===== src/rtl/multicycle_controller.sv =====
// Multicycle RV32I control unit: Moore sequencer for fetch/decode/execute/memory/writeback
// with an optional memory wait-state handshake and the ALU decoder folded in.
`timescale 1ns/1ps

module multicycle_controller #(
  parameter bit MEM_WAIT = 1'b0,
  parameter bit BNE_EN   = 1'b1
) (
  input  logic       clk,
  input  logic       reset,
  input  logic [6:0] op,
  input  logic [2:0] funct3,
  input  logic       funct7b5,
  input  logic       zero,
  input  logic       mem_ready,
  output logic       PCWrite,
  output logic       AdrSrc,
  output logic       MemWrite,
  output logic       IRWrite,
  output logic [1:0] ResultSrc,
  output logic [1:0] ALUSrcA,
  output logic [1:0] ALUSrcB,
  output logic [2:0] ALUControl,
  output logic [1:0] ImmSrc,
  output logic       RegWrite,
  output logic       illegal_op,
  output logic [3:0] state
);

  typedef enum logic [3:0] {
    FETCH    = 4'd0,
    DECODE   = 4'd1,
    MEMADR   = 4'd2,
    MEMREAD  = 4'd3,
    MEMWB    = 4'd4,
    MEMWRITE = 4'd5,
    EXECUTER = 4'd6,
    EXECUTEI = 4'd7,
    ALUWB    = 4'd8,
    BRANCH   = 4'd9,
    JAL      = 4'd10
  } state_t;

  state_t     state_q, state_d;
  logic       rdy, pc_update, branch, take;
  logic       irwrite_s, memwrite_s, regwrite_s, illegal_s;
  logic [1:0] alu_op;

  assign rdy = MEM_WAIT ? mem_ready : 1'b1;

  // NOTE: sequential state uses non-blocking assignments so every flop samples pre-edge values.
  always_ff @(posedge clk or posedge reset) begin
    if (reset) state_q <= FETCH;
    else       state_q <= state_d;
  end

  // NOTE: every signal gets a default before the case so no path can infer a latch.
  always_comb begin
    state_d    = FETCH;
    pc_update  = 1'b0;
    branch     = 1'b0;
    alu_op     = 2'b00;
    AdrSrc     = 1'b0;
    ResultSrc  = 2'b00;
    ALUSrcA    = 2'b00;
    ALUSrcB    = 2'b00;
    irwrite_s  = 1'b0;
    memwrite_s = 1'b0;
    regwrite_s = 1'b0;
    illegal_s  = 1'b0;
    case (state_q)
      FETCH: begin
        ALUSrcB   = 2'b10;
        ResultSrc = 2'b10;
        irwrite_s = rdy;
        pc_update = rdy;
        state_d   = rdy ? DECODE : FETCH;
      end
      DECODE: begin
        ALUSrcA = 2'b01;
        ALUSrcB = 2'b01;
        case (op)
          7'b0000011, 7'b0100011: state_d = MEMADR;
          7'b0110011:             state_d = EXECUTER;
          7'b0010011:             state_d = EXECUTEI;
          7'b1100011:             state_d = BRANCH;
          7'b1101111:             state_d = JAL;
          default:                illegal_s = 1'b1;
        endcase
      end
      MEMADR: begin
        ALUSrcA = 2'b10;
        ALUSrcB = 2'b01;
        state_d = op[5] ? MEMWRITE : MEMREAD;
      end
      MEMREAD: begin
        AdrSrc  = 1'b1;
        state_d = rdy ? MEMWB : MEMREAD;
      end
      MEMWB: begin
        ResultSrc  = 2'b01;
        regwrite_s = 1'b1;
      end
      MEMWRITE: begin
        AdrSrc     = 1'b1;
        memwrite_s = 1'b1;
        state_d    = rdy ? FETCH : MEMWRITE;
      end
      EXECUTER: begin
        ALUSrcA = 2'b10;
        alu_op  = 2'b10;
        state_d = ALUWB;
      end
      EXECUTEI: begin
        ALUSrcA = 2'b10;
        ALUSrcB = 2'b01;
        alu_op  = 2'b10;
        state_d = ALUWB;
      end
      ALUWB: regwrite_s = 1'b1;
      BRANCH: begin
        ALUSrcA = 2'b10;
        alu_op  = 2'b01;
        branch  = 1'b1;
      end
      JAL: begin
        ALUSrcA   = 2'b01;
        ALUSrcB   = 2'b10;
        pc_update = 1'b1;
        state_d   = ALUWB;
      end
      default: state_d = FETCH;
    endcase
  end

  always_comb begin
    case (funct3)
      3'b000:  take = zero;
      3'b001:  take = BNE_EN & ~zero;
      default: take = 1'b0;
    endcase
  end

  always_comb begin
    case (alu_op)
      2'b01: ALUControl = 3'b001;
      2'b10: begin
        case (funct3)
          3'b000:  ALUControl = (op[5] & funct7b5) ? 3'b001 : 3'b000;
          3'b010:  ALUControl = 3'b101;
          3'b110:  ALUControl = 3'b011;
          3'b111:  ALUControl = 3'b010;
          default: ALUControl = 3'b000;
        endcase
      end
      default: ALUControl = 3'b000;
    endcase
  end

  always_comb begin
    case (op)
      7'b0100011: ImmSrc = 2'b01;
      7'b1100011: ImmSrc = 2'b10;
      7'b1101111: ImmSrc = 2'b11;
      default:    ImmSrc = 2'b00;
    endcase
  end

  // Write enables are masked by reset directly so an aborted store drops MemWrite at once.
  assign PCWrite    = ~reset & (pc_update | (branch & take));
  assign IRWrite    = ~reset & irwrite_s;
  assign MemWrite   = ~reset & memwrite_s;
  assign RegWrite   = ~reset & regwrite_s;
  assign illegal_op = ~reset & illegal_s;
  assign state      = state_q;

endmodule


===== config.mk =====
export PLATFORM = sky130hd
export DESIGN_NAME = multicycle_controller
export DESIGN_NICKNAME = d
export VERILOG_FILES = /design/src/rtl/multicycle_controller.sv
export SDC_FILE = /design/constraint.sdc
export NUM_CORES = 1
export LEC_CHECK = 0
export ABC_AREA = 1
export BUFFER_PORTS_ARGS = -buffer_cell sky130_fd_sc_hd__buf_2
export CORE_UTILIZATION = 35
export DETAILED_ROUTE_END_ITERATION = 8
export PLACE_DENSITY_LB_ADDON = 0.25
export SYNTH_ARGS = -nofsm -noshare
export SYNTH_HDL_FRONTEND = slang
export SYNTH_SLANG_ARGS = --single-unit

===== constraint.sdc =====
create_clock -name clk -period 1.6 [get_ports clk]
set_clock_uncertainty 0.2 [all_clocks]
set_input_delay 0.24 -clock clk [delete_from_list [all_inputs] [get_ports clk]]
set_output_delay 0.24 -clock clk [all_outputs]
set_load 0.02 [all_outputs]

==> results of run 1 <==
==> power breakdown <==
group          total, mW  internal [mW]  switching, mW
logic              0.935          0.414          0.521
registers          0.141          0.121         0.0195
clock network      0.129         0.0842         0.0453
total               1.20          0.619          0.586
==> path summary, 6_finish.rpt <==
kind                                      endpoint
max in group asynchronous       state[0]$_DFF_PP0_
min in group asynchronous       state[1]$_DFF_PP0_
worst min-delay path            state[2]$_DFF_PP0_
worst max-delay path                 ALUControl[0]
worst max register to register  state[0]$_DFF_PP0_
worst min register to register  state[2]$_DFF_PP0_
==> synthesized netlist by cell type (all sizes together) <==
cell type,n
ha,2
nand3,14
inv,19
nor2,18
nand2,32
o211ai,1
dfrtp,4
nor4,1
nor3,1
a21oi,2
o21ai,2
==> cell usage in the layout (no fill, tap or decap) <==
| master | netlist | final |
|---|---|---|
| inv_2 | 3 | 6 |
| dlygate4sd3_1 | 0 | 1 |
| nor2_2 | 3 | 3 |
| buf_2 | 0 | 18 |
| clkbuf_4 | 0 | 3 |
| ha_4 | 0 | 2 |
| nor4_4 | 0 | 1 |
| o211ai_1 | 1 | 1 |
| nand2_1 | 29 | 20 |
| nor3_4 | 0 | 1 |
| a21oi_1 | 2 | 1 |
| nand2_2 | 3 | 8 |
| dfrtp_2 | 0 | 4 |
| inv_4 | 0 | 2 |
| o21ai_0 | 2 | 1 |
| nand2_4 | 0 | 4 |
| buf_6 | 0 | 17 |
| nor2_1 | 14 | 6 |
| o21ai_2 | 0 | 1 |
| nor2_4 | 1 | 9 |
| buf_4 | 0 | 20 |
| inv_6 | 0 | 1 |
| nand3_2 | 0 | 3 |
| nand3_1 | 14 | 11 |
| a21oi_2 | 0 | 1 |
| inv_1 | 16 | 10 |
==> worst reg2reg max path, cell delays in order, from the launching register on <==
cell and delay [ns]:
dfrtp_2 0.45, buf_4 0.16, nor2_4 0.18, nand2_2 0.11
inv_2 0.08, buf_4 0.12, nand3_1 0.09, nand3_1 0.11
==> stage by stage <==
stage	cells	hold slack [ns]	area, µm²	power (mW)
floorplan	96	-0.186	578	0.479
global placement	159	-0.0115	872	0.734
detailed placement	159	-0.0110	872	0.749
CTS	170	0.0973	1110	1.07
global route	170	0.134	1190	1.26
finish	170	0.129	1190	1.20
==> what timing repair did <==
action / CTS / global route
pin swaps: 15 / 1
gates cloned: 0 / 0
hold buffers: 1 / 0
resized for setup: 51 / 22
setup buffers: 8 / 1
hold endpoints to repair: 4 / 0
setup endpoints to repair: 15 / 16
==> cell families (layout without fill, tap and decap cells) <==
family / count (synthesis) / in the layout / synth area share
AND/OR/NAND/NOR: 66 / 66 / 0.566
buffers and inverters: 19 / 78 / 0.138
AO/OA/AOI/OAI: 5 / 5 / 0.0534
flip-flops: 4 / 4 / 0.194
adder cells (fa/ha/maj): 2 / 2 / 0.0485
==> cell type report <==
cell class | instances | area, µm²
multi-input cells | 73 | 520
repair buffers | 56 | 442
fillers | 69 | 144
flip-flops and latches | 4 | 105
inverters | 19 | 81.3
clock buffers | 3 | 22.5
well taps | 15 | 18.8
==> layer usage <==
metal,part of all wire,GRT usage,up-vias,wire length (µm)
met1,0.39,0.281,402,991
met4,0.033,0.100,0,84
met2,0.52,0.560,65,1330
li1,-,-,420,-
met5,0,0,-,0
met3,0.057,0.0222,12,145
==> summary.txt, run 1 <==
number of distinct library cell variants in the gate-level netlist after synthesis - 15
initial antenna violation count - 0
area of the die - 0.00163 mm²
Die Width - 40.4 µm
antenna diode instance count - 0
mean post-synth cell area - 5.37 µm²
average via count per standard cell - 5.29
type of the worst min-delay path - input pin to flip-flop
Worst Max-Slew Pin Slew - 0.209 ns
synth warn - 0
initial core utilization - 0.386
Synth Net Count - 113
kind of cell with the highest combined delay on the critical path - flip-flops
worst reg-to-reg path cell count - 7
number of maximum-capacitance constraint violations - 0
cell at the root of the clock tree - clkbuf_4
cell types occupying the most area after synthesis - nand2_1, dfrtp_1, nand3_1
area share of the leading cell type in the synthesized netlist - 0.211
Final period util - 1.23
post-synth top area cell - nand2_1
Routed WL per cell - 15.0 µm
worst endpoint required time - 1.16 ns
number of nets in the layout - 174
Clk pin slew, worst setup/hold paths - 0.04 ns
Overflow after GRT - 0
endpoint type of the worst setup path - output pin
iteration count of the initial detailed-routing pass - 4
Max stage delay on crit path - 0.45 ns
class of the most critical setup path - flip-flop to output pin
data arrival time at the worst-slack endpoint - 1.53 ns
proportion of synthesized chip area in sequential cells - 0.194
final wirelength - 2550 µm
vias in the first global route - 748
Longest Clk Path Bufs - 2
cell type with the highest occurrence count on the critical path - nand2_2
via count of the routed design - 899
endpoints failing setup - 15
total track usage - 0.275
total power per unit cell area - 1010 mW/mm²
TritonCTS Sinks - 4
Final Hold Vio Count - 0
violated checks - setup timing
half-perimeter wire length after placement - 1350 µm
final setup TNS - -3.99 ns
worst-skew pair later-pin latency - 0.24 ns
Num CTS Buffers - 3
unrepaired setup endpoints after global routing - true
final setup margin - -0.373 ns
DRC - 0
cells after synthesis - 96
startpoint types - flip-flop
Hold Path Cell Cnt - 3
leakage - 0.651 nW
master of the slowest instance on the critical path - dfrtp_2
number of nets with antenna violations after detailed routing - 0
critical-path cell list - nor2_4 > nand2_2 > ha_4 > inv_2 > nand3_1 > nand2_2 > buf_6
Largest register FFs - 4
post-synthesis instance area - 515 µm²
CTS tree - built
H-Tree Level Count - 1
die height - 40.4 µm
final RePlAce weighted congestion - 0.830
highest fanout seen on the critical path - 4
placeable core area - 0.00133 mm²
Synth Register Bits - 4
CP bufs+invs - 2
global-route wire length before repair - 2990 µm
drt initial violations - 27
Max rail drop VDD - 0.000924 V
pin count of the biggest net entering global routing - 8
pre-CTS setup slack - -0.233 ns
final number of max-transition violations - 0
maximum frequency from static timing analysis - 507 MHz
launch point of the worst hold path - op[4]
Worst Setup SP - state[2]$_DFF_PP0_
share of post-route cells with drive strength above 1 - 0.671
I/O pin count - 36
cell depth of the worst setup path - 7
std cell rows - 13
worst reg-to-reg setup slack - 0.03 ns
area growth from synthesis to layout - 131%
final cell utilization of the core - 0.892
launching point of the worst reg2reg path - state[2]$_DFF_PP0_
IO Port Bufs - 34
run status - complete, but fails checks
final critical-path required period - 1.97 ns
normalized max-slew margin - 0.861
Power figures use the tool's default switching activity.
==> run 2: changes to the inputs <==
RECOVER_POWER = 100   (was unset)
==> run 2 against run 1 <==
  * Wire length down 0.23%
  * Flip-flop and latch count unchanged
  * Final cell count unchanged
  * Utilization down 0.094 points
  * Maximum frequency down 0.10%
  * Largest cell class unchanged
  * Die area unchanged
  * The flow still finishes with violations (setup timing)
  * Final area down 0.11%
  * Largest power group unchanged
  * Critical path depth unchanged
==> summary.txt, run 2 (same netlist as run 1, synthesis figures left out) <==
cell depth of the worst setup path - 7 (unchanged)
cell type with the highest occurrence count on the critical path - nand2_2 (unchanged)
grt met3 use - 0.0222 (unchanged)
Most Used Layer, Global Route - met2 (unchanged)
critical-path cell list - nor2_4 > nand2_2 > ha_4 > inv_2 > nand3_1 > nand2_2 > buf_6 (unchanged)
worst setup path end - ALUControl[0] (unchanged)
worst reg-to-reg setup slack - 0.04 ns (was 0.03 ns)
data arrival time at the worst-slack endpoint - 1.54 ns (was 1.53 ns)
Clk pin slew, worst setup/hold paths - 0.04 ns (about the same)
initial antenna violation count - 0 (unchanged)
total power per unit cell area - 1020 mW/mm² (was 1010 mW/mm²)
violated checks - setup timing (unchanged)
drt initial violations - 28 (was 27)
unrepaired setup endpoints after global routing - true (unchanged)
final number of max-transition violations - 0 (unchanged)
cell at the root of the clock tree - clkbuf_4 (unchanged)
Worst Max-Slew Pin Slew - 0.394 ns (was 0.209 ns)
CTS tree - built (unchanged)
I/O pin count - 36 (unchanged)
final wirelength - 2550 µm (about the same)
Hold Worst Slack - 0.132 ns (was 0.129 ns)
Final Hold Vio Count - 0 (unchanged)
Overflow after GRT - 0 (unchanged)
share of post-route cells with drive strength above 1 - 0.665 (was 0.671)
number of maximum-capacitance constraint violations - 0 (unchanged)
area of the die - 0.00163 mm² (unchanged)
Largest register FFs - 4 (unchanged)
combinational share of power - 0.775 (was 0.776)
worst endpoint required time - 1.16 ns (about the same)
Psw - 590 µW (was 586 µW)
DRC - 0 (unchanged)
vias in the first global route - 748 (unchanged)
final RePlAce weighted congestion - 0.830 (unchanged)
Final period util - 1.23 (about the same)
CP bufs+invs - 2 (unchanged)
Longest Clk Path Bufs - 2 (unchanged)
Crit Reg-Reg Endpoint - state[0]$_DFF_PP0_ (unchanged)
final critical-path required period - 1.98 ns (was 1.97 ns)
IO Port Bufs - 34 (unchanged)
met2 usage - 0.560 (unchanged)
startpoint types - flip-flop (unchanged)
leakage - 0.648 nW (was 0.651 nW)
master of the slowest instance on the critical path - dfrtp_2 (unchanged)
total track usage - 0.275 (unchanged)
maximum frequency from static timing analysis - 506 MHz (was 507 MHz)
switching part of the total power - 0.488 (was 0.486)
normalized max-slew margin - 0.737 (was 0.861)
final setup margin - -0.375 ns (was -0.373 ns)
Die Width - 40.4 µm (unchanged)
Num CTS Buffers - 3 (unchanged)
class of the most critical setup path - flip-flop to output pin (unchanged)
antenna diode instance count - 0 (unchanged)
Max stage delay on crit path - 0.45 ns (about the same)
global-route wire length before repair - 2990 µm (unchanged)
via count of the routed design - 894 (was 899)
pre-CTS setup slack - -0.233 ns (unchanged)
met1 usage in global routing - 0.281 (unchanged)
half-perimeter wire length after placement - 1350 µm (unchanged)
worst reg-to-reg path cell count - 7 (unchanged)
Max rail drop VDD - 0.000919 V (was 0.000924 V)
type of the worst min-delay path - input pin to flip-flop (unchanged)
leading cell types in the layout, fill and taps excluded - nand2_1, buf_4, buf_2, buf_6, nand3_1 (was nand2_1, buf_4, buf_2)
area growth from synthesis to layout - 131% (about the same)
worst-skew pair later-pin latency - 0.24 ns (about the same)
run status - complete, but fails checks (unchanged)
endpoints failing setup - 15 (unchanged)
Worst Setup SP - state[2]$_DFF_PP0_ (unchanged)
Routed WL per cell - 15.0 µm (about the same)
Int Pwr - 619 µW (about the same)
launching point of the worst reg2reg path - state[2]$_DFF_PP0_ (unchanged)
die height - 40.4 µm (unchanged)
Reg power frac - 0.116 (was 0.117)
number of nets in the layout - 174 (unchanged)
kind of cell with the highest combined delay on the critical path - flip-flops (unchanged)
placeable core area - 0.00133 mm² (unchanged)
highest fanout seen on the critical path - 4 (unchanged)
number of nets with antenna violations after detailed routing - 0 (unchanged)
endpoint type of the worst setup path - output pin (unchanged)
iteration count of the initial detailed-routing pass - 5 (was 4)
average via count per standard cell - 5.26 (was 5.29)
initial core utilization - 0.386 (unchanged)
H-Tree Level Count - 1 (unchanged)
std cell rows - 13 (unchanged)
TritonCTS Sinks - 4 (unchanged)
pin count of the biggest net entering global routing - 8 (unchanged)
Clk pwr share - 0.108 (was 0.107)
-- run 2: through the flow --
step	utilization	TNS (ns)	cells	instance area [µm²]	power, mW
4_1_cts	0.834	-3.19	170	1110	1.07
6_report	0.891	-4.06	170	1190	1.21
2_1_floorplan	-	-0.393	96	578	0.479
3_3_place_gp	0.654	-0.314	159	872	0.734
3_5_place_dp	0.654	-0.478	159	872	0.749
5_1_grt	0.891	-4.55	170	1190	1.26
-- run 2: worst reg2reg max path, stage by stage (launching register included) --
cell and delay, ns:
dfrtp_2 0.45, buf_4 0.16, nor2_4 0.18, nand2_2 0.11, inv_2 0.08, buf_4 0.12, nand3_1 0.07, nand3_1 0.10
-- run 2: power by group through the flow --
stage / clock [mW] / sequential (mW) / combinational, mW
6_report: 0.131 / 0.141 / 0.937
5_1_grt: 0.136 / 0.143 / 0.976
4_1_cts: 0.127 / 0.136 / 0.811
3_5_place_dp: 0 / 0.137 / 0.612
3_3_place_gp: 0 / 0.135 / 0.599
2_1_floorplan: 0 / 0.174 / 0.304
-- run 2: area by class of cell --
class                      count  area (µm²)
clock buffer                   3        22.5
sequential                     4         105
fill                          70         145
multi-input combinational     73         520
tap                           15        18.8
inverter                      19        81.3
timing repair buffer          56         440
-- run 2: metal layers --
layer | vias up | share of wire
met1 | 405 | 0.39
met3 | 10 | 0.047
met2 | 60 | 0.53
li1 | 419 | -
met4 | 0 | 0.031
met5 | - | 0
-- run 2: how the worst min path moves through the flow --
stage	from	end	slack [ns]	depth (start not counted)
global placement	reset	state[1]$_DFF_PP0_	-0.01	2
finish	op[4]	state[2]$_DFF_PP0_	0.13	3
detailed placement	reset	state[2]$_DFF_PP0_	-0.01	2
global route	op[4]	state[2]$_DFF_PP0_	0.13	3
floorplan	reset	state[0]$_DFF_PP0_	-0.19	1
CTS	op[4]	state[2]$_DFF_PP0_	0.1	3
-- run 2: what timing repair did --
item / CTS / global route
pin swaps: 15 / 1
hold endpoints to repair: 4 / 0
gates resized for setup: 51 / 22
hold buffers: 1 / 0
endpoints found under the setup margin: 15 / 16
buffers inserted: 8 / 1
==> run 3: changes to the inputs <==
==> constraint.sdc (replaced) <==
create_clock -name clk -period 1.6 [get_ports clk]
set_clock_uncertainty 0.2 [all_clocks]
set_input_delay 0.32 -clock clk [delete_from_list [all_inputs] [get_ports clk]]
set_output_delay 0.32 -clock clk [all_outputs]
set_load 0.02 [all_outputs]
==> run 3 against run 2 <==
  * The run still ends with setup timing left
  * Global-route usage rose by 1.9 points
  * Sequential share of layout area decreased by 0.42 points
  * Critical path depth up 2
  * Worst hold slack better by 0.13 ns
  * Final area rose by 4.9%
  * Combinational power up 4.7%
  * Die area is the same
  * Largest cell class unchanged
==> summary.txt, run 3 (same netlist as run 1, synthesis figures left out) <==
startpoint types - flip-flop (unchanged)
via count of the routed design - 981 (was 894)
number of maximum-capacitance constraint violations - 0 (unchanged)
highest fanout seen on the critical path - 2 (was 4)
pin count of the biggest net entering global routing - 8 (unchanged)
Routed WL per cell - 17.2 µm (was 15.0 µm)
initial core utilization - 0.386 (unchanged)
Overflow after GRT - 0 (unchanged)
I/O pin count - 36 (unchanged)
unrepaired setup endpoints after global routing - true (unchanged)
final setup margin - -0.541 ns (was -0.375 ns)
final wirelength - 3080 µm (was 2550 µm)
number of nets with antenna violations after detailed routing - 0 (unchanged)
placeable core area - 0.00133 mm² (unchanged)
share of post-route cells with drive strength above 1 - 0.671 (was 0.665)
endpoints failing setup - 16 (was 15)
Hold Path Cell Cnt - 3 (unchanged)
Die Width - 40.4 µm (unchanged)
maximum frequency from static timing analysis - 467 MHz (was 506 MHz)
filler instances - 46 (was 70)
H-Tree Level Count - 1 (unchanged)
IO Port Bufs - 34 (unchanged)
Max rail drop VDD - 0.000711 V (was 0.000919 V)
Num CTS Buffers - 3 (unchanged)
final RePlAce weighted congestion - 0.782 (was 0.830)
run status - complete, but fails checks (unchanged)
Hold Worst Slack - 0.260 ns (was 0.132 ns)
drt initial violations - 30 (was 28)
normalized max-slew margin - 0.715 (was 0.737)
CTS tree - built (unchanged)
average via count per standard cell - 5.48 (was 5.26)
Longest Clk Path Bufs - 2 (unchanged)
die height - 40.4 µm (unchanged)
Final Hold Vio Count - 0 (unchanged)
leading cell types in the layout, fill and taps excluded - buf_4, nand2_1, buf_2, buf_6 (was nand2_1, buf_4, buf_2, buf_6, nand3_1)
Largest register FFs - 4 (unchanged)
worst-skew pair later-pin latency - 0.26 ns (was 0.24 ns)
cell at the root of the clock tree - clkbuf_4 (unchanged)
leakage - 0.689 nW (was 0.648 nW)
final instance area - 0.00125 mm² (was 0.00119 mm²)
area after detailed placement - 935 µm² (was 872 µm²)
class of the most critical setup path - flip-flop to output pin (unchanged)
iteration count of the initial detailed-routing pass - 5 (unchanged)
area of the die - 0.00163 mm² (unchanged)
Layout Cells excl Fill - 179 (was 170)
std cell rows - 13 (unchanged)
Power Total - 1.26 mW (was 1.21 mW)
Clk pin slew, worst setup/hold paths - 0.05 ns (was 0.04 ns)
total power per unit cell area - 1010 mW/mm² (was 1020 mW/mm²)
antenna diode instance count - 0 (unchanged)
Worst Max-Slew Pin Slew - 0.427 ns (was 0.394 ns)
type of the worst min-delay path - input pin to flip-flop (unchanged)
pre-CTS setup slack - -0.269 ns (was -0.233 ns)
global-route wire length before repair - 3170 µm (was 2990 µm)
number of nets in the layout - 183 (was 174)
violated checks - setup timing (unchanged)
final critical-path required period - 2.14 ns (was 1.98 ns)
endpoint type of the worst setup path - output pin (unchanged)
leading cell type in the layout, fill and taps excluded - buf_4
Final period util - 1.34 (was 1.23)
half-perimeter wire length after placement - 1370 µm (was 1350 µm)
TritonCTS Sinks - 4 (unchanged)
worst endpoint required time - 1.08 ns (was 1.16 ns)
DRC - 0 (unchanged)
worst reg-to-reg path cell count - 6 (was 7)
post-placement cell count - 167 (was 159)
vias in the first global route - 768 (was 748)
initial antenna violation count - 0 (unchanged)
total track usage - 0.294 (was 0.275)
final number of max-transition violations - 0 (unchanged)
data arrival time at the worst-slack endpoint - 1.62 ns (was 1.54 ns)
area growth from synthesis to layout - 142% (was 131%)
run 3: per-layer routing:
layer  up-vias  global-route usage  routed length, µm
met1       455               0.326               1140
met3        14              0.0167                260
met2        73               0.575               1550
met5         -                   0                  0
li1        439                   -                  -
met4         0               0.100                124
run 3: stage by stage:
stage               utilization  TNS (ns)
global route              0.935     -6.59
floorplan                     -    -0.734
global placement          0.701     -1.83
detailed placement        0.701     -1.91
finish                    0.935     -5.71
CTS                       0.844     -4.26
run 3: worst paths after layout:
path                                      endpoint          startpoint  slack, ns
worst max-delay path                 ALUControl[0]  state[3]$_DFF_PP0_      -0.54
worst min-delay path            state[2]$_DFF_PP0_               op[4]       0.26
worst max register to register  state[2]$_DFF_PP0_  state[2]$_DFF_PP0_       0.05
worst min register to register  state[2]$_DFF_PP0_  state[1]$_DFF_PP0_       0.59
max in group asynchronous       state[0]$_DFF_PP0_               reset       0.39
min in group asynchronous       state[1]$_DFF_PP0_               reset       0.59
run 3: layout make-up:
type | count | area (µm²) | area share
clock buffer | 3 | 22.5 | 0.0181
multi-input combinational | 73 | 520 | 0.417
tap | 15 | 18.8 | 0.0150
sequential | 4 | 105 | 0.0843
timing repair buffer | 65 | 499 | 0.400
inverter | 19 | 81.3 | 0.0652
run 3: where the power goes:
group | total, mW | switching [mW] | internal, mW
sequential | 0.137 | 0.0159 | 0.121
clock | 0.138 | 0.0535 | 0.0846
combinational | 0.981 | 0.535 | 0.446
run 3: repair_timing:
item                                    in CTS  in global routing
hold endpoints to repair                     4                  0
hold buffers                                 1                  0
gates resized for setup                     45                 25
cloned                                       0                  0
endpoints found under the setup margin      16                 17
setup buffers                                2                  7
pin swaps                                   13                 10
run 3: critical path, cell delays in order (launching register included):
cell     delay, ns
dfrtp_2       0.42
inv_4         0.08
nand2_4       0.06
nor2_4        0.11
buf_4         0.13
inv_1         0.05
ha_1          0.20
nand2_1       0.12
nand2_2       0.05
buf_4         0.15
